**src/rtl/frame_serialiser_pkg.sv**
```systemverilog
// Shared types and constants for the TPIU frame serialiser.
package frame_serialiser_pkg;

  typedef enum logic [1:0] {
    ST_IDLE = 2'd0,
    ST_SYNC = 2'd1,
    ST_SEND = 2'd2
  } state_t;

  localparam int FRAME_BYTES = 16;
  localparam logic [31:0] SYNC_WORD = 32'h7FFF_FFFF;

  // Sync word goes out least-significant byte first: FF FF FF 7F.
  function automatic logic [7:0] sync_byte(input logic [1:0] idx);
    return SYNC_WORD[{idx, 3'b000} +: 8];
  endfunction

endpackage

```
**src/rtl/frame_serialiser_byte_shifter.sv**
```systemverilog
// 128-bit frame holding register that shifts out one byte per accept,
// tracking the byte index and flagging the final byte.
module byte_shifter
  import frame_serialiser_pkg::*;
(
  input  logic                     clk,
  input  logic                     rst,
  input  logic                     load,
  input  logic [FRAME_BYTES*8-1:0] load_data,
  input  logic                     shift,
  input  logic                     peek_next,
  output logic [7:0]               byte_out,
  output logic                     last
);

  logic [FRAME_BYTES*8-1:0] data;
  logic [3:0]               idx;

  always_ff @(posedge clk) begin
    if (rst) begin
      idx <= '0;
    end else if (load) begin
      idx <= '0;
    end else if (shift) begin
      idx <= idx + 4'd1;
    end
  end

  always_ff @(posedge clk) begin
    if (load) begin
      data <= load_data;
    end else if (shift) begin
      data <= {8'h00, data[FRAME_BYTES*8-1:8]};
    end
  end

  // peek_next exposes the byte that becomes current after the pending shift,
  // so the registered TxData can be preloaded on the same edge.
  assign byte_out = peek_next ? data[15:8] : data[7:0];
  assign last     = (idx == 4'(FRAME_BYTES - 1));

endmodule

```
**src/rtl/frame_serialiser.sv**
```systemverilog
// Pops 128-bit TPIU frames and streams them as bytes on a valid/ready link.
// Optional feature macro: FRAME_SYNC_EN (inserts sync word every SYNC_INTERVAL frames).
module frame_serialiser
  import frame_serialiser_pkg::*;
#(
  parameter int SYNC_INTERVAL = 16
) (
  input  logic         clk,
  input  logic         rst,
  input  logic [127:0] Frame,
  input  logic         FrameReady,
  output logic         FrameNext,
  input  logic         DataOverf,
  output logic [7:0]   TxData,
  output logic         TxValid,
  input  logic         TxReady,
  output logic         OverfSeen,
  output logic [15:0]  FramesSent
);

  if (SYNC_INTERVAL < 1 || SYNC_INTERVAL > 65535) begin : g_bad_interval
    $error("SYNC_INTERVAL out of range 1..65535");
  end

  state_t     state;
  logic       holdoff;
  logic       load;
  logic       shift;
  logic       peek_next;
  logic [7:0] shift_byte;
  logic       last;

`ifdef FRAME_SYNC_EN
  logic [15:0] sync_cnt;
  logic [1:0]  sync_idx;
  logic        sync_due;

  assign sync_due = (sync_cnt == 16'(SYNC_INTERVAL));
`endif

  assign load      = (state == ST_IDLE) && FrameReady && !holdoff;
  assign shift     = (state == ST_SEND) && TxReady;
  assign peek_next = (state == ST_SEND);

  byte_shifter u_shifter (
    .clk       (clk),
    .rst       (rst),
    .load      (load),
    .load_data (Frame),
    .shift     (shift),
    .peek_next (peek_next),
    .byte_out  (shift_byte),
    .last      (last)
  );

  always_ff @(posedge clk) begin
    if (rst) begin
      state      <= ST_IDLE;
      FrameNext  <= 1'b0;
      TxValid    <= 1'b0;
      TxData     <= 8'h00;
      OverfSeen  <= 1'b0;
      FramesSent <= 16'd0;
      holdoff    <= 1'b0;
`ifdef FRAME_SYNC_EN
      sync_cnt   <= 16'(SYNC_INTERVAL);
      sync_idx   <= 2'd0;
`endif
    end else begin
      FrameNext <= 1'b0;
      // packBuffer needs a cycle after a pop before FrameReady is meaningful.
      holdoff   <= FrameNext;
      if (DataOverf) begin
        OverfSeen <= 1'b1;
      end
      case (state)
        ST_IDLE: begin
          if (load) begin
            FrameNext <= 1'b1;
            TxValid   <= 1'b1;
`ifdef FRAME_SYNC_EN
            if (sync_due) begin
              state    <= ST_SYNC;
              TxData   <= sync_byte(2'd0);
              sync_idx <= 2'd0;
              sync_cnt <= 16'd1;
            end else begin
              state    <= ST_SEND;
              TxData   <= Frame[7:0];
              sync_cnt <= sync_cnt + 16'd1;
            end
`else
            state  <= ST_SEND;
            TxData <= Frame[7:0];
`endif
          end
        end
`ifdef FRAME_SYNC_EN
        ST_SYNC: begin
          if (TxReady) begin
            if (sync_idx == 2'd3) begin
              state  <= ST_SEND;
              TxData <= shift_byte;
            end else begin
              sync_idx <= sync_idx + 2'd1;
              TxData   <= sync_byte(sync_idx + 2'd1);
            end
          end
        end
`endif
        ST_SEND: begin
          if (TxReady) begin
            if (last) begin
              TxValid    <= 1'b0;
              state      <= ST_IDLE;
              FramesSent <= FramesSent + 16'd1;
            end else begin
              TxData <= shift_byte;
            end
          end
        end
        default: begin
          state <= ST_IDLE;
        end
      endcase
    end
  end

endmodule

```
**config.mk**
```make
export PLATFORM = sky130hd
export DESIGN_NAME = frame_serialiser
export DESIGN_NICKNAME = d
export VERILOG_FILES = /design/src/rtl/frame_serialiser_pkg.sv /design/src/rtl/frame_serialiser_byte_shifter.sv /design/src/rtl/frame_serialiser.sv
export SDC_FILE = /design/constraint.sdc
export NUM_CORES = 1
export LEC_CHECK = 0
export CORE_MARGIN = 4
export CORE_UTILIZATION = 24
export CTS_CLUSTER_DIAMETER = 50
export CTS_CLUSTER_SIZE = 28
export DETAILED_ROUTE_END_ITERATION = 8
export HOLD_SLACK_MARGIN = 0.05
export PLACE_DENSITY = 0.43
export SYNTH_ARGS = -nofsm -noshare
export SYNTH_HDL_FRONTEND = slang
export SYNTH_SLANG_ARGS = --single-unit
export TNS_END_PERCENT = 1
```
**constraint.sdc**
```tcl
create_clock -name clk -period 4.8 [get_ports clk]
set_clock_uncertainty 0.2 [all_clocks]
set_input_delay 1.2 -clock clk [delete_from_list [all_inputs] [get_ports clk]]
set_output_delay 1.2 -clock clk [all_outputs]
set_load 0.05 [all_outputs]
```
# Yosys cells after proc, flatten, opt, wreduce, memory -nomap -nowiden
# Cells that the tools add are included.
totals:
  in_bits: 133
  output_inout_bits: 27
  romBits: 0
  mem_count: 0
  latchBits: 0
  wordCells: 46
  ff_bits: 162
  ramBits: 0
classes:
  n_div: 0
  multipliers: 0
  mux: 15
  magnitude_cmp: 0
  n_eq_ne: 6
  bitwise: 1
  n_shift: 0
  n_reduce_logical: 13
  n_addsub: 2
op_table:
  columns: ["operator", "n"]
  rows:
  - ["2-to-1 mux 128 bit", 2]
  - ["2-to-1 mux 8 bit", 3]
  - ["adder 16 x 1 -> 16 bit, second input constant", 1]
  - ["case mux 8 bit (2 select lines)", 1]
  - ["AND reduction 4 bit", 2]
  - ["2-to-1 mux 2 bit", 3]
  - ["!= test 2 bit, second input constant", 3]
  - ["AND reduction 3 bit", 2]
  - ["adder 4 x 1 -> 4 bit, second input constant", 1]
  - ["equality test 4 bit, second input constant", 1]
  - ["2-to-1 mux 1 bit", 4]
  - ["case mux 2 bit (2 select lines)", 1]
  - ["nonzero test 2 bit", 2]
  - ["OR reduction 2 bit", 2]
  - ["logical AND 1 bit", 3]
  - ["equality test 2 bit, second input constant", 1]
  - ["zero test 2 bit", 1]
  - ["!= test 2 x 1 -> 1 bit, second input constant", 1]
  - ["case mux 1 bit (2 select lines)", 1]
  - ["zero test 1 bit", 1]
  - ["inverter 1 bit", 1]

# Logic depth before layout (Yosys ltp)
# Gate-level depths: netlist (run 1).
logic_depth:
  ltp_word: 5
  ltp_mapped: 7
  ltp_nobuf: 5

# Hierarchy
# A second synthesis (run 1) with hierarchy kept.
hier_totals:
  hier_cells: 435
  area_unflattened_um2: 7268.2
modules_own_cells:
  columns: ["module", "seq_area_each_um2", "cells_each", "area_per_inst_um2", "instances"]
  rows:
  - ["byte_shifter", 3923.8, 300, 6053.3, 1]
  - ["frame_serialiser", 560.5, 135, 1214.9, 1]

# Worst setup path before layout (run 1)
# OpenSTA, ideal clock, no wires.
synth_path:
  path_kind: "input to register"
  startpoint: "input FrameReady"
  endpoint: "register u_shifter.data[100], enable pin"
  slack_ps: -111
  cell_stages: 3
  arrival_ps: 3650
  path_buffers: 1
  required_ps: 3538
  setup_ps: 1062
  path_cell_list: "nand3b_1 > clkbuf_1 > nand2_1"
synth_via:
  elab_chain_len: 3
synth_lines:
  columns: ["element", "line_no", "rtl"]
  rows:
  - ["start, declared", "frame_serialiser.sv:11", "input logic FrameReady,"]
  - ["logical AND 1 bit (2 in a row)", "frame_serialiser.sv:41", "assign load = (state == ST_IDLE) && FrameReady && !holdoff;"]
  - ["nonzero test 2 bit (no line)", null, null]
  - ["end signal, assigned", "frame_serialiser_byte_shifter.sv:31", "data <= load_data;"]
  - ["end signal, assigned", "frame_serialiser_byte_shifter.sv:33", "data <= {8'h00, data[FRAME_BYTES*8-1:8]};"]
  - ["end, declared", "frame_serialiser_byte_shifter.sv:16", "logic [FRAME_BYTES*8-1:0] data;"]
# Every way passes these cells.
# A chain may end at the register's enable or synchronous reset.

# Worst setup path in the final report (run 1)
layout_path:
  startpoint: "input TxReady"
  endpoint: "register u_shifter.data[57], enable pin"
layout_via:
  elab_chain_len: 2
layout_lines:
  columns: ["element", "line_no", "rtl"]
  rows:
  - ["start, declared", "frame_serialiser.sv:16", "input logic TxReady,"]
  - ["logical AND 1 bit", "frame_serialiser.sv:42", "assign shift = (state == ST_SEND) && TxReady;"]
  - ["nonzero test 2 bit (no line)", null, null]
# Every way passes these cells.

==> impl_metrics.tcl, run 1 <==
set metrics [dict create \
    relSlewSlack_pct 61.22 \
    multi_input_area_um2 2076 \
    grt_pass1_vias 4661 \
    tightestPinTransition_ps 581.7 \
    post-route-util_pct 34.41 \
    core_area_um2 26280 \
    hold_class "flop to flop" \
    holdPathStages 2 \
    dp.cells 1114 \
    post_drt_wl_per_cell_um 14.28 \
    power.internal_mw 2.560 \
    ios 160 \
    hold_end "OverfSeen" \
    cp.arrival_ps 3070 \
    ctsLongestPathBuffers 2 \
    max_freq_ghz 0.3155 \
    p_per_area_nw_per_um2 377.2 \
    avgViaCountPerCell 4.114 \
    drc 0 \
    gr-usage-all-layers_pct 10.86 \
    async_flop_share_pct 0 \
    wl_um 16360 \
    cp-start-kind "input port" \
    finalSetupViolCount 0 \
    path_max_fanout 69 \
    clk_pin_slew_ps 70 \
    gp_congestion 0.7315 \
    pwr-share-seq_pct 47.7 \
    dpl_cell_area_um2 8451 \
    die-area_um2 29630 \
    setup-tns-final_ps 0 \
    grt_pass1_wl_um 24900 \
    final_max_slew_viol_count 0 \
    swShare_pct 24.94 \
    final-seq-area_um2 4244 \
    cts_sinks 152 \
    timing.rr.start "TxValid" \
    netlist_area_um2 6466 \
    cp-end-kind "flop" \
    fp.dieH_um 172.1 \
    leakagePower_nw 3.630 \
    synth-seq-cells 152 \
    syn_area_per_cell_um2 10.03 \
    vias 4715 \
    cts.htree.levels 4 \
    pwr-share-comb_pct 12.5 \
    synth_flop_cell "edfxtp_1" \
    period_share_pct 66.04 \
    cp.required_ps 4700 \
    cts-buffers-inserted 17 \
    maxCapViolations 0 \
    r2r_slack_ps 2450 \
    layout.nets 933 \
    cts_hold_buf 0 \
    antenna_cells 0 \
    synth-seq-area-share_pct 65.63 \
    drt-initial-drc-count 304 \
    synth_most_common_cell "nand2_1" \
    root_buffer "clkbuf_16" \
    clockPowerShare_pct 39.8 \
    peakVddDrop_mv 0.1702 \
    clk_latency_ps 410 \
    synth-edff-count 120 \
    yosysTopAreaCell "edfxtp_1" \
    synthToLayoutAreaGrowth_pct 39.86 \
    die_w_um 172.1 \
    initial_core_util_pct 24.60 \
    grt_max_degree 126 \
    grt-ovfl-total 0 \
    fillers 2708 \
    yosysUniqueCellTypes 33 \
    r2r-end "u_shifter.data[57]" \
    drive_gt1_share_pct 5.919 \
    hpwl_um 10850 \
    cts_tree "yes" \
    post-synth-top-area-fraction_pct 55.73 \
    rows 59 \
    dr.pass1.iters 7 \
    synth_warnings 0 \
    ant_nets 0 \
    post-route-min-period_ps 3170 \
    min_from "OverfSeen" \
    crit_type "input port to flop" \
    antenna_found_initial 3 \
    post_cts_buffers 0 \
    hold_violations 0 \
    status "completed" \
    portBuffers 159 \
    postLayoutCellArea_um2 9044 \
    p_sw_mw 0.8507 \
    syn_inst 645 \
    fin_cells 1146 \
    rsz0062_at_grt "no" \
    synthTopCellsByCount "nand2_1 (341), edfxtp_1 (120), dfxtp_1 (32)" \
    cts_resized 0 \
    synth_area_leaders "edfxtp_1 (56%), nand2_1 (20%), dfxtp_1 (9.9%)" \
    syn_nets 780 \
    r2r_cells 4 \
]
-- worst max path at each step --
stage / slack (ps) / start / cells after the start / end
final: 1630 / TxReady / 4 / u_shifter.data[57]
after detailed placement: 1170 / TxReady / 4 / u_shifter.data[56]
after global placement: 1210 / TxReady / 4 / u_shifter.data[56]
after global routing: 1440 / TxReady / 4 / u_shifter.data[57]
after CTS: 1620 / TxReady / 4 / u_shifter.data[56]
after floorplan: 1100 / FrameReady / 3 / u_shifter.data[100]
-- layer usage --
| layer | GRT usage (%) | wire length, um | vias to the layer above |
|---|---|---|---|
| li1 | - | - | 2442 |
| met1 | 15.42 | 8009 | 2102 |
| met2 | 15.26 | 6695 | 150 |
| met3 | 4.252 | 1489 | 15 |
| met4 | 3.281 | 129 | 6 |
| met5 | 0 | 40 | - |
-- stage by stage --
step	hold slack (ps)	power, mW	worst slack [ps]
2_1_floorplan	290.5	1.883	1096
3_3_place_gp	249.7	2.089	1207
3_5_place_dp	261.4	2.092	1172
4_1_cts	278.4	3.464	1620
5_1_grt	301.9	3.573	1444
6_report	275.2	3.411	1630
-- logic make-up (layout without fill, tap and decap cells) --
| kind of cell | count (synthesis) | after routing | synth area share (%) |
|---|---|---|---|
| compound gates | 22 | 22 | 2.477 |
| mux | 9 | 9 | 1.393 |
| flops | 152 | 152 | 65.63 |
| fa+ha+maj | 2 | 2 | 0.3869 |
| xor+xnor | 13 | 13 | 1.761 |
| simple gates | 407 | 407 | 25.74 |
| buf+inv | 40 | 206 | 2.612 |
-- cells in the final DEF (no fill, tap or decap), types with 3 or more instances in the layout --
cell type	count
nand2_1	340
clkdlybuf4s50_1	159
edfxtp_1	120
dfxtp_1	32
nor2_1	25
clkbuf_16	17
xnor2_1	10
mux2i_1	9
a211oi_1	9
inv_1	8
and2_1	8
nor3_1	8
nand4_1	7
a21oi_1	6
inv_6	5
nand3_1	4
a31o_2	4
nor4_1	4
buf_4	4
xor2_1	3
clkinv_4	3
buf_12	3
-- critical path, stage by stage --
cell,delay [ps]
clkdlybuf4s50_1,640
nand2_1,310
nand2_8,530
buf_4,340
-- final cells by class --
| class | count | share of cell area (%) |
|---|---|---|
| tap | 335 | 4.635 |
| sequential | 152 | 46.93 |
| multi-input combinational | 453 | 22.95 |
| clock inverter | 15 | 1.854 |
| clock buffer | 17 | 4.704 |
| inverter | 8 | 0.3320 |
| timing repair buffer | 166 | 18.59 |
-- power by group through the flow --
stage               registers [mW]  clock network [mW]  logic (mW)
finish                        1.63                1.36       0.427
global route                  1.64                1.45       0.483
CTS                           1.63                1.40       0.439
detailed placement            1.65                   0       0.438
global placement              1.65                   0       0.437
floorplan                     1.68                   0       0.203
-- state kept, by name (all words and copies together) (netlist names) --
name and count:
u_shifter.data 120, TxValid 1, OverfSeen 1, TxData 8, holdoff 1, u_shifter.idx 4, FrameNext 1, FramesSent 16
Power figures use the tool's default switching activity.
==> inputs of run 2 (changes only) <==
- PLACE_DENSITY: 0.43 -> 0.42
- clock period: 4.8 -> 3 ns (I/O delays scaled with it)
==> run 2 against run 1 <==
Compared with the run above: power rose by 57%; setup slack got worse by 1300 ps; via count rose by 2.7%; core utilization rose by 0.10 points; largest power group unchanged.
==> impl_metrics.tcl, run 2 (synthesized netlist as in run 1, its figures left out) <==
set metrics [dict create \
    cts_tree "yes" \
    grt_pass1_vias 4975 \
    hpwl_um 11450 \
    most-common-layout-cells "nand2_1 (340), clkdlybuf4s50_1 (158), edfxtp_1 (120), dfxtp_1 (32), nor2_1 (25)" \
    cp-end-kind "primary output" \
    period_share_pct 88.79 \
    clk_pin_slew_ps 70 \
    root_buffer "clkbuf_16" \
    grt-ovfl-total 0 \
    hold_class "flop to flop" \
    dp_slack_ps 336.5 \
    peakVddDrop_mv 0.2594 \
    p_per_area_nw_per_um2 592.2 \
    core_area_um2 26280 \
    cts_sinks 152 \
    r2r-end "u_shifter.data[17]" \
    post_cts_buffers 0 \
    max_freq_ghz 0.3754 \
    avgViaCountPerCell 4.216 \
    reg.largest.list "u_shifter.data x120, FramesSent x16, TxData x8" \
    layout.nets 935 \
    path_max_fanout 6 \
    fin_ws_ps 336.2 \
    critical-path-top-delay-family "buffers and inverters" \
    ctsLongestPathBuffers 2 \
    post-route-util_pct 34.51 \
    cp.required_ps 2050 \
    holdPathStages 2 \
    min_from "OverfSeen" \
    cp.arrival_ps 1710 \
    setup-tns-final_ps 0 \
    gr-usage-all-layers_pct 10.96 \
    cts.htree.levels 4 \
    cpMaxStageDelayCell "clkdlybuf4s50_1" \
    post_drt_wl_per_cell_um 14.29 \
    drc 0 \
    dr.pass1.iters 4 \
    path_cells "clkdlybuf4s50_1" \
    cts_resized 0 \
    maxCapViolations 0 \
    largest_reg_flops 120 \
    cts-buffers-inserted 17 \
    drive_gt1_share_pct 6.273 \
    cts_hold_buf 0 \
    drt-initial-drc-count 286 \
    die-area_um2 29630 \
    fp.dieH_um 172.1 \
    final_max_slew_viol_count 0 \
    gp_congestion 0.7713 \
    portBuffers 159 \
    rsz0062_at_grt "no" \
    ios 160 \
    status "completed" \
    die_w_um 172.1 \
    timing.rr.start "TxValid" \
    synthToLayoutAreaGrowth_pct 40.27 \
    rows 59 \
    hold_end "OverfSeen" \
    wl_um 16420 \
    clk_latency_ps 410 \
    antenna_found_initial 1 \
    top_register "u_shifter.data" \
    ant_nets 0 \
    vias 4844 \
    hold_violations 0 \
    r2r_cells 3 \
    post-route-min-period_ps 2664 \
    leakagePower_nw 3.639 \
    grt_pass1_wl_um 25550 \
    crit_type "flop to primary output" \
    relSlewSlack_pct 63.95 \
    finalSetupViolCount 0 \
    r2r_slack_ps 980 \
    cp_slowest_stage_delay_ps 850 \
    cp-start-kind "flop" \
    grt_max_degree 113 \
    initial_core_util_pct 24.60 \
    tightestPinTransition_ps 539.1 \
    final_common_cell "nand2_1" \
    critPathBufInv 1 \
]
## run 2: how the worst max path moves through the flow
stage | cells past startpoint | end | start
after floorplan | 4 | u_shifter.data[100] | TxValid
after global placement | 5 | u_shifter.data[14] | FrameReady
after detailed placement | 5 | u_shifter.data[105] | FrameReady
after CTS | 1 | FramesSent[0] | FramesSent[0]
after global routing | 1 | FramesSent[3] | FramesSent[3]
final | 1 | FramesSent[3] | FramesSent[3]
## run 2: through the flow
step,instances,instance area [um2],power (mW),hold slack (ps)
floorplan,645,6474,3.008,290.5
global placement,1116,8501,3.359,251.8
detailed placement,1116,8501,3.366,276.1
CTS,1148,9067,5.460,292.7
global route,1148,9067,5.618,315.8
finish,1149,9070,5.371,287.4
## run 2: power breakdown
| part | total, mW | internal, mW | switching (mW) |
|---|---|---|---|
| Clock | 2.07 | 1.16 | 0.911 |
| Combinational | 0.699 | 0.315 | 0.384 |
| Sequential | 2.60 | 2.54 | 0.0579 |
## run 2: cell type report
class	instances	area, um2
Clock inverter	15	141.4
Antenna cell	1	2.502
Tap cell	335	419.2
Clock buffer	17	425.4
Inverter	8	30.03
Multi-Input combinational cell	453	2076
Timing Repair Buffer	168	1732
Fill cell	2697	17210
Sequential cell	152	4244
## run 2: routing by layer
metal / part of all wire (%) / routed length [um] / up-vias / global-route usage, %
met2: 43 / 7125 / 144 / 16.36
met5: 0.12 / 20 / - / 0
met1: 49 / 8022 / 2242 / 15.40
li1: - / - / 2443 / -
met3: 6.7 / 1105 / 13 / 3.315
met4: 0.89 / 146 / 2 / 3.178
==> inputs of run 3 (changes only) <==
- SKIP_LAST_GASP: not set -> 1
==> results of run 3 <==
No change in the layout: final DEF, timing and power equal those of run 2.
